===== src/rtl/lib_pkg.sv =====
// lib_pkg: funct3 size/unsigned encodings and FSM state type shared by the alignment unit
package lib_pkg;
  localparam logic [1:0] SZ_B = 2'b00;
  localparam logic [1:0] SZ_H = 2'b01;
  localparam logic [1:0] SZ_W = 2'b10;
  localparam logic [1:0] SZ_D = 2'b11;
  localparam int F3_UNS = 2;
  typedef enum logic [1:0] {IDLE, BEAT0, BEAT1, RESP} state_t;
endpackage


===== src/rtl/mem_lane_extend.sv =====
// mem_lane_extend: pulls load bytes out of two beats' lanes and sign/zero-extends them to XLEN
module mem_lane_extend
  import lib_pkg::*;
#(
  parameter int XLEN = 32
) (
  input  logic [XLEN-1:0]             d0,
  input  logic [XLEN-1:0]             d1,
  input  logic [$clog2(XLEN/8)-1:0]   off,
  input  logic [2:0]                  funct3,
  output logic [XLEN-1:0]             rdata
);
  logic [2*XLEN-1:0] raw;
  logic [63:0] s;
  logic sx;
  always_comb begin
    raw = {d1, d0} >> {off, 3'b000};
    s = 64'(raw[XLEN-1:0]);
    sx = ~funct3[F3_UNS];
    rdata = XLEN'(funct3[1:0] == SZ_B ? {{56{sx & s[7]}}, s[7:0]} :
                  funct3[1:0] == SZ_H ? {{48{sx & s[15]}}, s[15:0]} :
                  funct3[1:0] == SZ_W ? {{32{sx & s[31]}}, s[31:0]} : s);
  end
endmodule


===== src/rtl/mem_align_unit.sv =====
// mem_align_unit: RISC-V load/store alignment unit, splits or faults accesses that cross a word boundary
module mem_align_unit
  import lib_pkg::*;
#(
  parameter int XLEN = 32,
  parameter int ADDR_W = 32,
  parameter bit SPLIT_MISALIGNED = 1
) (
  input  logic                clk,
  input  logic                rst_n,
  input  logic                req_valid,
  output logic                req_ready,
  input  logic                req_load,
  input  logic [2:0]          req_funct3,
  input  logic [ADDR_W-1:0]   req_addr,
  input  logic [XLEN-1:0]     req_wdata,
  output logic                rsp_valid,
  output logic [XLEN-1:0]     rsp_rdata,
  output logic                rsp_fault,
  output logic                mem_valid,
  input  logic                mem_ready,
  output logic                mem_we,
  output logic [ADDR_W-1:0]   mem_addr,
  output logic [XLEN-1:0]     mem_wdata,
  output logic [XLEN/8-1:0]   mem_be,
  input  logic                mem_rvalid,
  input  logic [XLEN-1:0]     mem_rdata
);
  localparam int NB = XLEN / 8;
  localparam int OW = $clog2(NB);
  state_t state;
  logic load_q, split_q, rdy_q, rv_q, fault, beat_done;
  logic [2:0] f3_q;
  logic [OW-1:0] off_q;
  logic [NB-1:0] be1_q;
  logic [XLEN-1:0] wd1_q, d0_q, d1_q, d0_n, d1_n, ext;
  logic [2*NB-1:0] msk, be_w;
  logic [2*XLEN-1:0] wd_w;
  assign req_ready = state == IDLE;
  // Double-width shifts: the upper half is what spills into the second beat
  always_comb begin
    msk = req_funct3[1:0] == SZ_B ? (2*NB)'(8'h01) :
          req_funct3[1:0] == SZ_H ? (2*NB)'(8'h03) :
          req_funct3[1:0] == SZ_W ? (2*NB)'(8'h0F) : (2*NB)'(8'hFF);
    be_w = msk << req_addr[OW-1:0];
    wd_w = {{XLEN{1'b0}}, req_wdata} << {req_addr[OW-1:0], 3'b000};
    fault = req_funct3 == 3'b111 ||
            (XLEN == 32 && (req_funct3[1:0] == SZ_D || req_funct3 == 3'b110)) ||
            (!req_load && req_funct3[F3_UNS]) ||
            (!SPLIT_MISALIGNED && |be_w[2*NB-1:NB]);
    d0_n = state == BEAT0 && mem_rvalid ? mem_rdata : d0_q;
    d1_n = state == BEAT1 && mem_rvalid ? mem_rdata : d1_q;
    beat_done = (rdy_q || (mem_valid && mem_ready)) && (!load_q || rv_q || mem_rvalid);
  end
  mem_lane_extend #(.XLEN(XLEN)) u_ext (
    .d0(d0_n), .d1(d1_n), .off(off_q), .funct3(f3_q), .rdata(ext)
  );
  always_ff @(posedge clk or negedge rst_n) begin
    if (!rst_n) begin
      state <= IDLE;
      {load_q, split_q, rdy_q, rv_q} <= '0;
      f3_q <= '0;
      off_q <= '0;
      be1_q <= '0;
      wd1_q <= '0;
      d0_q <= '0;
      d1_q <= '0;
      mem_valid <= 1'b0;
      mem_we <= 1'b0;
      mem_addr <= '0;
      mem_be <= '0;
      mem_wdata <= '0;
      rsp_valid <= 1'b0;
      rsp_fault <= 1'b0;
      rsp_rdata <= '0;
    end else begin
      case (state)
        IDLE: if (req_valid) begin
          load_q <= req_load;
          f3_q <= req_funct3;
          off_q <= req_addr[OW-1:0];
          be1_q <= be_w[2*NB-1:NB];
          wd1_q <= wd_w[2*XLEN-1:XLEN];
          split_q <= |be_w[2*NB-1:NB];
          {rdy_q, rv_q} <= '0;
          d0_q <= '0;
          d1_q <= '0;
          if (fault) begin
            state <= RESP;
            rsp_valid <= 1'b1;
            rsp_fault <= 1'b1;
            rsp_rdata <= '0;
          end else begin
            state <= BEAT0;
            mem_valid <= 1'b1;
            mem_we <= !req_load;
            mem_addr <= req_addr & ~ADDR_W'(NB - 1);
            mem_be <= be_w[NB-1:0];
            mem_wdata <= wd_w[XLEN-1:0];
          end
        end
        BEAT0, BEAT1: begin
          if (mem_valid && mem_ready) begin
            mem_valid <= 1'b0;
            rdy_q <= 1'b1;
          end
          if (mem_rvalid && load_q) rv_q <= 1'b1;
          d0_q <= d0_n;
          d1_q <= d1_n;
          if (beat_done) begin
            {rdy_q, rv_q} <= '0;
            if (state == BEAT0 && split_q) begin
              state <= BEAT1;
              mem_valid <= 1'b1;
              mem_addr <= mem_addr + ADDR_W'(NB);
              mem_be <= be1_q;
              mem_wdata <= wd1_q;
            end else begin
              state <= RESP;
              rsp_valid <= 1'b1;
              rsp_rdata <= load_q ? ext : '0;
            end
          end
        end
        default: begin
          state <= IDLE;
          rsp_valid <= 1'b0;
          rsp_fault <= 1'b0;
          rsp_rdata <= '0;
        end
      endcase
    end
  end
endmodule


===== config.mk =====
export PLATFORM = sky130hd
export DESIGN_NAME = mem_align_unit
export DESIGN_NICKNAME = d
export VERILOG_FILES = /design/src/rtl/lib_pkg.sv /design/src/rtl/mem_lane_extend.sv /design/src/rtl/mem_align_unit.sv
export SDC_FILE = /design/constraint.sdc
export NUM_CORES = 1
export LEC_CHECK = 0
export CAP_MARGIN = 0
export CORE_UTILIZATION = 55
export DETAILED_ROUTE_END_ITERATION = 7
export DONT_BUFFER_PORTS = 1
export PLACE_DENSITY_LB_ADDON = 0.3
export SYNTH_ARGS = -nofsm -noshare
export SYNTH_HDL_FRONTEND = slang
export SYNTH_SLANG_ARGS = --single-unit

===== constraint.sdc =====
create_clock -name clk -period 2.5 [get_ports clk]
set_input_delay 0.625 -clock clk [delete_from_list [all_inputs] [get_ports clk]]
set_output_delay 0.625 -clock clk [all_outputs]
set_load 0.03 [all_outputs]

# [Word level (Yosys, flattened, before mapping)]
# Cells that the tools add are included.
# Widths: inputs -> output; s select.
[totals] wordCells=130 regBits=215
[classes] mux=55 n_addsub=1 n_shift=3 reduce_logical=31 eq_ne=16 bitwise=5
[ops] cell="$mux 32" n=18
[ops] cell="$pmux 32 s2" n=5
[ops] cell="$shl 32x5->64" n=1
[ops] cell="$shr 64x5->32" n=1
[ops] cell="$add 32x3->32 const B" n=1
[ops] cell="$mux 8" n=3
[ops] cell="$mux 4" n=4
[ops] cell="$mux 1" n=15
[ops] cell="$reduce_and 3->1" n=5
[ops] cell="$ne 2x2->1 const B" n=5
[ops] cell="$pmux 1 s2" n=5
[ops] cell="$pmux 4 s2" n=1
[ops] cell="$shl 8x2->8" n=1
[ops] cell="$logic_and 1x1->1" n=7
[ops] cell="$eq 2x1->1 const B" n=3
[ops] cell="$eq 2x2->1 const B" n=3
[ops] cell="$eq 3x3->1 const B" n=2
[ops] cell="$logic_not 2->1" n=3
[ops] cell="$logic_or 1x1->1" n=6
[ops] cell="$mux 2" n=3
[ops] cell="$ne 3x3->1 const B" n=2
[ops] cell="$reduce_and 2->1" n=3
[ops] cell="$reduce_and 5->1" n=1
[ops] cell="$pmux 2 s2" n=1
[ops] cell="8 further kinds" n=12

# [Logic depth before layout (Yosys ltp)]
# Gate-level depths: netlist of the first run.
[logic_depth] ltp_word=11 mapped_depth=9 mapped_depth_nobuf=7

# [Cells and area by module]
# A second synthesis of the first run with hierarchy kept.
[unflattened] hier_cells=1226 area_unflattened_um2=11403.4
[by_module_without_submodules] mod="mem_align_unit" area_per_inst_um2=10294.9 cells_per_inst=1125 seq_area_each_um2=5129.9 n_inst=1
[by_module_without_submodules] mod="mem_lane_extend" area_per_inst_um2=1108.6 cells_per_inst=101 seq_area_each_um2=0.0 n_inst=1

# [Worst setup path before layout of the first run]
# Ideal clock, no wire load.
[synth_path] kind="reg-to-reg" start="reg state[1]" end="reg rsp_rdata[17]" t_required_ns=2.376 path_buffers=2 t_arrival_ns=2.182 path_stages_with_launch=10 synth_period_minus_slack_ns=2.306 setup_slack_ns=0.194 path_cell_list="dfrtp_1 inv_1 ha_1 buf_6 nand2_4 mux4_2 a211oi_2 nor4_4 buf_6 a211o_1"
[synth_between] elab_chain_cells=11 elab_cells_between_ends=23 cone_classes="6 x eq/ne; 1 x shift; 8 x mux; 2 x bitwise; 6 x reduce/logical"
[synth_lines] item="start: declaration" line_no="mem_align_unit.sv:31" rtl="state_t state;"
[synth_lines] item="start signal: assignment" line_no="mem_align_unit.sv:60" rtl="state <= IDLE;"
[synth_lines] item="start signal: assignment" line_no="mem_align_unit.sv:89" rtl="state <= RESP;"
[synth_lines] item="start signal: assignment" line_no="mem_align_unit.sv:94" rtl="state <= BEAT0;"
[synth_lines] item="$eq 2x1->1 / $eq 2x2->1 (equally long branches)"
[synth_lines] item="$logic_and 1x1->1, on equally long branches" line_no="mem_align_unit.sv:51, mem_align_unit.sv:52"
[synth_lines] item="$mux 32, on equally long branches" line_no="mem_align_unit.sv:51, mem_align_unit.sv:52"
[synth_lines] item="$shr 64x5->32" line_no="mem_lane_extend.sv:17" rtl="raw = {d1, d0} >> {off, 3'b000};"
[synth_lines] item="$and 1x1->1" line_no="mem_lane_extend.sv:21" rtl="funct3[1:0] == SZ_H ? {{48{sx & s[15]}}, s[15:0]} :"
[synth_lines] item="$mux 32" line_no="mem_lane_extend.sv:21"
[synth_lines] item="$mux 32" line_no="mem_lane_extend.sv:20" rtl="rdata = XLEN'(funct3[1:0] == SZ_B ? {{56{sx & s[7]}}, s[7:0]} :"
[synth_lines] item="$mux 32" line_no="mem_align_unit.sv:121" rtl="rsp_rdata <= load_q ? ext : '0;"
[synth_lines] item="$mux 32" line_no="mem_align_unit.sv:112" rtl="if (state == BEAT0 && split_q) begin"
[synth_lines] item="$mux 32" line_no="mem_align_unit.sv:110" rtl="if (beat_done) begin"
[synth_lines] item="$pmux 32 s2" line_no="mem_align_unit.sv:77" rtl="case (state)"
[synth_lines] item="end signal: assignment" line_no="mem_align_unit.sv:121"
[synth_lines] item="end: declaration" line_no="mem_align_unit.sv:18" rtl="output logic [XLEN-1:0] rsp_rdata,"
# Several ways; a longest one is shown, not always the timed one. The select of a mux whose other input is x is not followed.
# A chain may end at the register's enable or synchronous reset.

# [Worst setup path in the final report of the first run]
[layout_path] start="reg state[1]" end="reg rsp_rdata[31]"
# The elaborated chain is that of the path after synthesis.

==> results of run 1 <==
how the worst max path moves through the flow:
| stage | slack [ps] | startpoint | depth (start not counted) | endpoint |
|---|---|---|---|---|
| after floorplan | 190 | state[1] | 9 | rsp_rdata[17] |
| after global placement | 20 | state[1] | 7 | rsp_rdata[31] |
| after detailed placement | -40 | state[1] | 7 | rsp_rdata[31] |
| after CTS | 80 | state[1] | 8 | rsp_rdata[20] |
| after global routing | 30 | state[0] | 8 | mem_wdata[15] |
| final | 140 | state[1] | 8 | rsp_rdata[31] |
layout make-up:
| class | count | share of cell area [%] |
|---|---|---|
| clock inverter | 15 | 1.51 |
| sequential | 197 | 41.2 |
| clock buffer | 17 | 3.55 |
| tap | 260 | 2.72 |
| timing repair buffer | 62 | 4.72 |
| inverter | 11 | 0.345 |
| multi-input combinational | 801 | 46.0 |
synthesized netlist by cell type (all sizes together) (2+ instances only):
master	n	area (µm²)
a211o	24	210
a211oi	2	20.0
a21bo	3	30.0
a21o	2	15.0
a21oi	44	220
a221oi	16	140
a22o	14	123
a22oi	46	345
a2bb2oi	24	210
a31oi	9	56.3
and2	15	93.8
and3	8	50.1
and4	3	26.3
buf	39	216
clkbuf	52	196
dfrtp	197	4930
ha	6	75.1
inv	10	37.5
mux2	13	146
mux2i	71	711
mux4	30	676
nand2	150	571
nand2b	2	12.5
nand3	30	150
nand4	11	68.8
nor2	79	297
nor2b	5	31.3
nor3	4	20.0
nor4	4	61.3
o211ai	9	67.6
o21ai	131	659
o22ai	16	100
o41ai	8	70.1
or2	2	12.5
cells by family (layout without fill, tap and decap cells):
| group | after synthesis | count (layout) |
|---|---|---|
| and+or+nand+nor | 317 | 317 |
| AOI/OAI and AO/OA | 362 | 362 |
| DFF | 197 | 197 |
| buffers and inverters | 102 | 105 |
| other | 1 | 2 |
| adders and majority gates | 6 | 6 |
| muxes | 114 | 114 |
power groups by stage:
| stage | registers (mW) | logic, mW | clock network (mW) |
|---|---|---|---|
| after floorplan | 6.57 | 5.92 | 0 |
| after global placement | 6.60 | 8.29 | 0 |
| after detailed placement | 6.64 | 8.56 | 0 |
| after CTS | 6.59 | 8.58 | 2.87 |
| after global routing | 6.77 | 9.49 | 2.99 |
| final | 6.63 | 8.71 | 2.84 |
routing by layer:
layer	GRT usage, %	routed length (µm)	part of all wire (%)	up-vias
met3	10.8	3670	12	63
met2	49.4	14700	47	480
met5	0	0	0	-
li1	-	-	-	4065
met1	42.4	12500	40	4605
met4	8.77	683	2.2	0
critical path: cells and delay by family, from the launching register on:
kind                     cells  cell delay (ps)
AO/OA/AOI/OAI                2              610
buffers and inverters        2              300
AND/OR/NAND/NOR              2              180
flip-flops                   1              380
adder cells (fa/ha/maj)      1              290
multiplexers                 1              480
timing repair:
action                     CTS  global route
buffers inserted             1             0
gates resized for setup      0             6
pin swaps                    1             1
setup endpoints to repair   16            17
hold endpoints to repair   197           197
state kept, by name (all words and copies together) (netlist names):
name       count
wd1_q         24
mem_be         4
split_q        1
rsp_fault      1
rsp_valid      1
mem_valid      1
load_q         1
d1_q          24
mem_addr      30
f3_q           3
rv_q           1
rsp_rdata     32
be1_q          4
d0_q          32
mem_wdata     32
mem_we         1
state          2
rdy_q          1
off_q          2
==> results.ini, run 1 <==
[synth]
ys_types=65
synthFlopType=dfrtp_1
avgSynthCellArea_um2=9.84
ys_seq_area_share_pct=45.6
syn_inst=1099
synth_compound_area_share_pct=22.1
synth_xor_area_share_pct=0
mappedNetlistArea_mm2=0.0108
synth-adder-area-share_pct=0.694
synthMuxAreaShare_pct=14.2
synth_top_family_by_area=compound AO/OA/AOI/OAI gates
synth_warnings=0
yosys.area_share.simple_pct=13.2
async_reset_ff_share_pct=100
synth-seq-cells=197
synth_edf_count=0

[worst_setup_path]
arrival_ps=2690
cp_slowest_stage_delay_ps=480
crit_path_start_kind=register
worstSetupPathType=register to register
rr_worst_depth=8
worstPathMaxFanout=16
end_kind=register
crit_required_ps=2830
crit_path_top_delay_cell=mux4_2
r2r-start=state[1]
timing.rr.end=rsp_rdata[31]
reg2reg_slack_ps=140
crit_chain=inv_1 -> ha_2 -> nand2_4 -> mux4_2 -> a211oi_2 -> nor4_4 -> buf_12 -> a221o_1

[sta]
max_slew.worst_pin.slew_ps=980
period_needed_ps=2360
grt_setup_unrepaired=no
max_slew_margin_pct=34.2
fin_crit_sh_pct=94.3
whs_ps=-129
fin_skew_ps=14.6
final_hold_viol_count=197
final_max_slew_viol_count=0
setup_viol=0
fmax_mhz=424
setup_tns_ps=0
setup_ws_ps=143

[power]
power_frac_comb_pct=47.9
power_mw=18.2
power.leakage_nw=5.36
seq_power_share_pct=36.5
internal_power_mw=9.43
pwr-share-clk_pct=15.6
switching_share_pct=48.1
vdd_drop_max_v=0.000707
p_sw_mw=8.75
p_per_area_mw_per_mm2=1520

[global_route]
antenna_found_initial=0
grt_pass1_vias=8828
grt_usage_pct=31.8
grt_pass1_wl_um=49300
grt_max_degree=198
grt_overflow=0

[floorplan]
die_area_mm2=0.0202
die_w_um=142
boundaryPins=210
start_util_pct=56.9
rows=50
core-area_mm2=0.0190
die_y_um=142

[layout]
fin_area_mm2=0.0120
seqCellArea_mm2=0.00493
layout_commonest_cell=dfrtp_1
layout.nets=1201
stdcell_count=1363
n_fill_cell=1536
multiInputGateArea_mm2=0.00551
syn2layout_area_growth_pct=10.7
n_antenna_cell=0
utilization_pct=63.0
drive_gt1_share_pct=14.9
most-common-layout-cells=dfrtp_1, nand2_1, o21ai_0

[place]
dp_slack_ps=-39.2
dp_cells=1330
place_area_mm2=0.0113
portBuffers=0
place.gp.congestion=0.869
hpwl_um=21900

[cts]
clk_pin_slew_ps=80
cts_made_buffers=17
clock_sinks=197
cts_tree=done
htree_levels=4
root_buffer=clkbuf_16
clk_latency_ps=450
clock_path_buffers=2

[detailed_routing]
drc=0
initialDrtViolationCount=952
avgViaCountPerCell=6.76
drt-total-wl_um=31500
antenna_left=0
dr_total_vias=9213
wl_per_cell_um=23.1
drtPass1Iterations=7

[outcome]
status=finished, violations left
violations=hold timing

[run]
drv_cap=0

[worst_hold_path]
hold_class=input port to asynchronous set/reset pin

(Power assumes the default switching activity.)
==> run 2: changes to the inputs <==
Settings changed: ABC_AREA set to 1.
Clock period 2.5 ns to 2.1 ns, I/O delays scaled along.
==> run 2 against run 1 <==
  * The flow still finishes with violations (hold timing)
  * Clock power up 25%
  * Cell count up 38%
  * Core utilization down 0.73 points
  * Worst hold slack worse by 110 ps
  * Critical endpoint is now mem_addr[10]
  * Largest power group unchanged
==> results.ini, run 2 <==
[synth]
mappedNetlistArea_mm2=0.0116
yosys.cell_count.top_type=nand2_1
synth_warnings=0
synth_common_cells=nand2_1, dfrtp_1, nand3_1
syn_inst=1610
synthFlopType=dfrtp_1
yosys.area.top_type=dfrtp_1
ys_seq_area_share_pct=42.7
synth-seq-cells=197
avgSynthCellArea_um2=7.17
async_reset_ff_share_pct=100
ys_top_cells_by_area=dfrtp_1, nand2_1, nand3_1, o21ai_0, nor2_1
yosysTopAreaCellShare_pct=42.7
synth_edf_count=0
ys_types=41

[cts]
root_buffer=clkbuf_16
cts_made_buffers=17
cts_tree=done
clk_pin_slew_ps=90
clock_sinks=197
clock_path_buffers=2
htree_levels=4
clk_latency_ps=460

[worst_setup_path]
reg2reg_slack_ps=100
end_kind=register
timing.critical_path.buf_inv=3
arrival_ps=2330
crit_path_top_delay_cell=dfrtp_1
crit_required_ps=2430
crit_path_start_kind=register
worstPathMaxFanout=70
timing.rr.end=mem_addr[10]
rr_worst_depth=7
crit_chain=inv_1 -> buf_4 -> ha_4 -> buf_12 -> nand3_1 -> o32ai_1 -> a21oi_1
crit_family=buffers and inverters
worstSetupPathType=register to register
cp_slowest_stage_delay_ps=380
r2r-start=state[1]

[outcome]
status=finished, violations left
violations=hold timing

[sta]
whs_ps=-243
final_hold_viol_count=197
fmax_mhz=500
setup_ws_ps=100
fin_skew_ps=17.9
max_slew_margin_pct=56.1
period_needed_ps=2000
fin_crit_sh_pct=95.2
setup_viol=0
final_max_slew_viol_count=0
max_slew.worst_pin.slew_ps=657

[global_route]
grt_max_degree=198
grt_pass1_vias=10700
grt_pass1_wl_um=58000
grt_usage_pct=34.1
antenna_found_initial=0
grt_overflow=0

[layout]
layout_commonest_cell=nand2_1
fin_area_mm2=0.0127
most-common-layout-cells=nand2_1, dfrtp_1, nand3_1
utilization_pct=62.3
drive_gt1_share_pct=8.70
syn2layout_area_growth_pct=10.1
n_fill_cell=1843
n_antenna_cell=0
stdcell_count=1879
reg_top3=d0_q (32), mem_wdata (32), rsp_rdata (32)
layout.nets=1707

[place]
place.gp.congestion=0.952
portBuffers=0
dp_cells=1843
dp_slack_ps=45.3
hpwl_um=24900
place_area_mm2=0.0120

[power]
p_per_area_mw_per_mm2=1880
power.leakage_nw=6.14
vdd_drop_max_v=0.00117

[floorplan]
start_util_pct=56.5
die_y_um=147
die_area_mm2=0.0216
die_w_um=147
boundaryPins=210
rows=52
core-area_mm2=0.0204

[detailed_routing]
drc=0
drt-total-wl_um=36000
wl_per_cell_um=19.2
dr_total_vias=11300
antenna_left=0
initialDrtViolationCount=1354
avgViaCountPerCell=6.00
drtPass1Iterations=6

[worst_hold_path]
hold_class=input port to asynchronous set/reset pin

[run]
drv_cap=0

[run 2: worst max-delay path by stage]
stage | startpoint | to | slack, ps | cells after the start
finish | state[1] | mem_addr[10] | 100 | 7
global route | state[0] | rsp_rdata[31] | -6 | 11
CTS | state[1] | mem_addr[5] | 20 | 9
detailed placement | state[1] | rsp_rdata[26] | 50 | 11
global placement | state[1] | mem_wdata[19] | 90 | 9
floorplan | state[0] | mem_valid | 140 | 9
[run 2: through the flow]
stage	power (mW)	TNS (ps)
2_1_floorplan	16.1	0
3_3_place_gp	19.7	0
3_5_place_dp	19.9	0
4_1_cts	23.5	0
5_1_grt	25.7	-12.0
6_report	23.9	0
[run 2: cell families (layout without fill, tap and decap cells)]
group,count (synthesis),in the layout,share of synthesized area (%)
AOI/OAI and AO/OA,316,316,14.8
other,1,2,0.0325
DFF,197,197,42.7
buffers and inverters,193,191,7.66
adders and majority gates,6,6,0.650
and+or+nand+nor,879,879,32.6
muxes,18,18,1.58
[run 2: report_power, final]
part	internal (mW)	switching, mW
Combinational	4.39	8.59
Clock	1.77	1.79
Sequential	5.34	2.06
[run 2: metal layers]
metal	share of wire [%]	up-vias	global-route usage, %	wire length, µm
met5	0	-	0	0
met2	47	617	53.2	16800
met3	10	119	8.32	3590
met4	4.6	0	15.5	1640
li1	-	5299	-	-
met1	39	5238	44.8	14000
[run 2: what timing repair did]
action | CTS | global route
resized for setup | 0 | 14
endpoints found under the hold margin | 197 | 197
buffers inserted | 0 | 3
endpoints found under the setup margin | 0 | 47
[run 2: area by class of cell]
class                           count  area [µm²]  area share [%]
Timing Repair Buffer               68         689            5.42
Clock buffer                       17         425            3.34
Inverter                           91         342            2.69
Tap cell                          270         338            2.66
Sequential cell                   197        4930            38.8
Multi-Input combinational cell   1221        5780            45.5
Clock inverter                     15         213            1.67
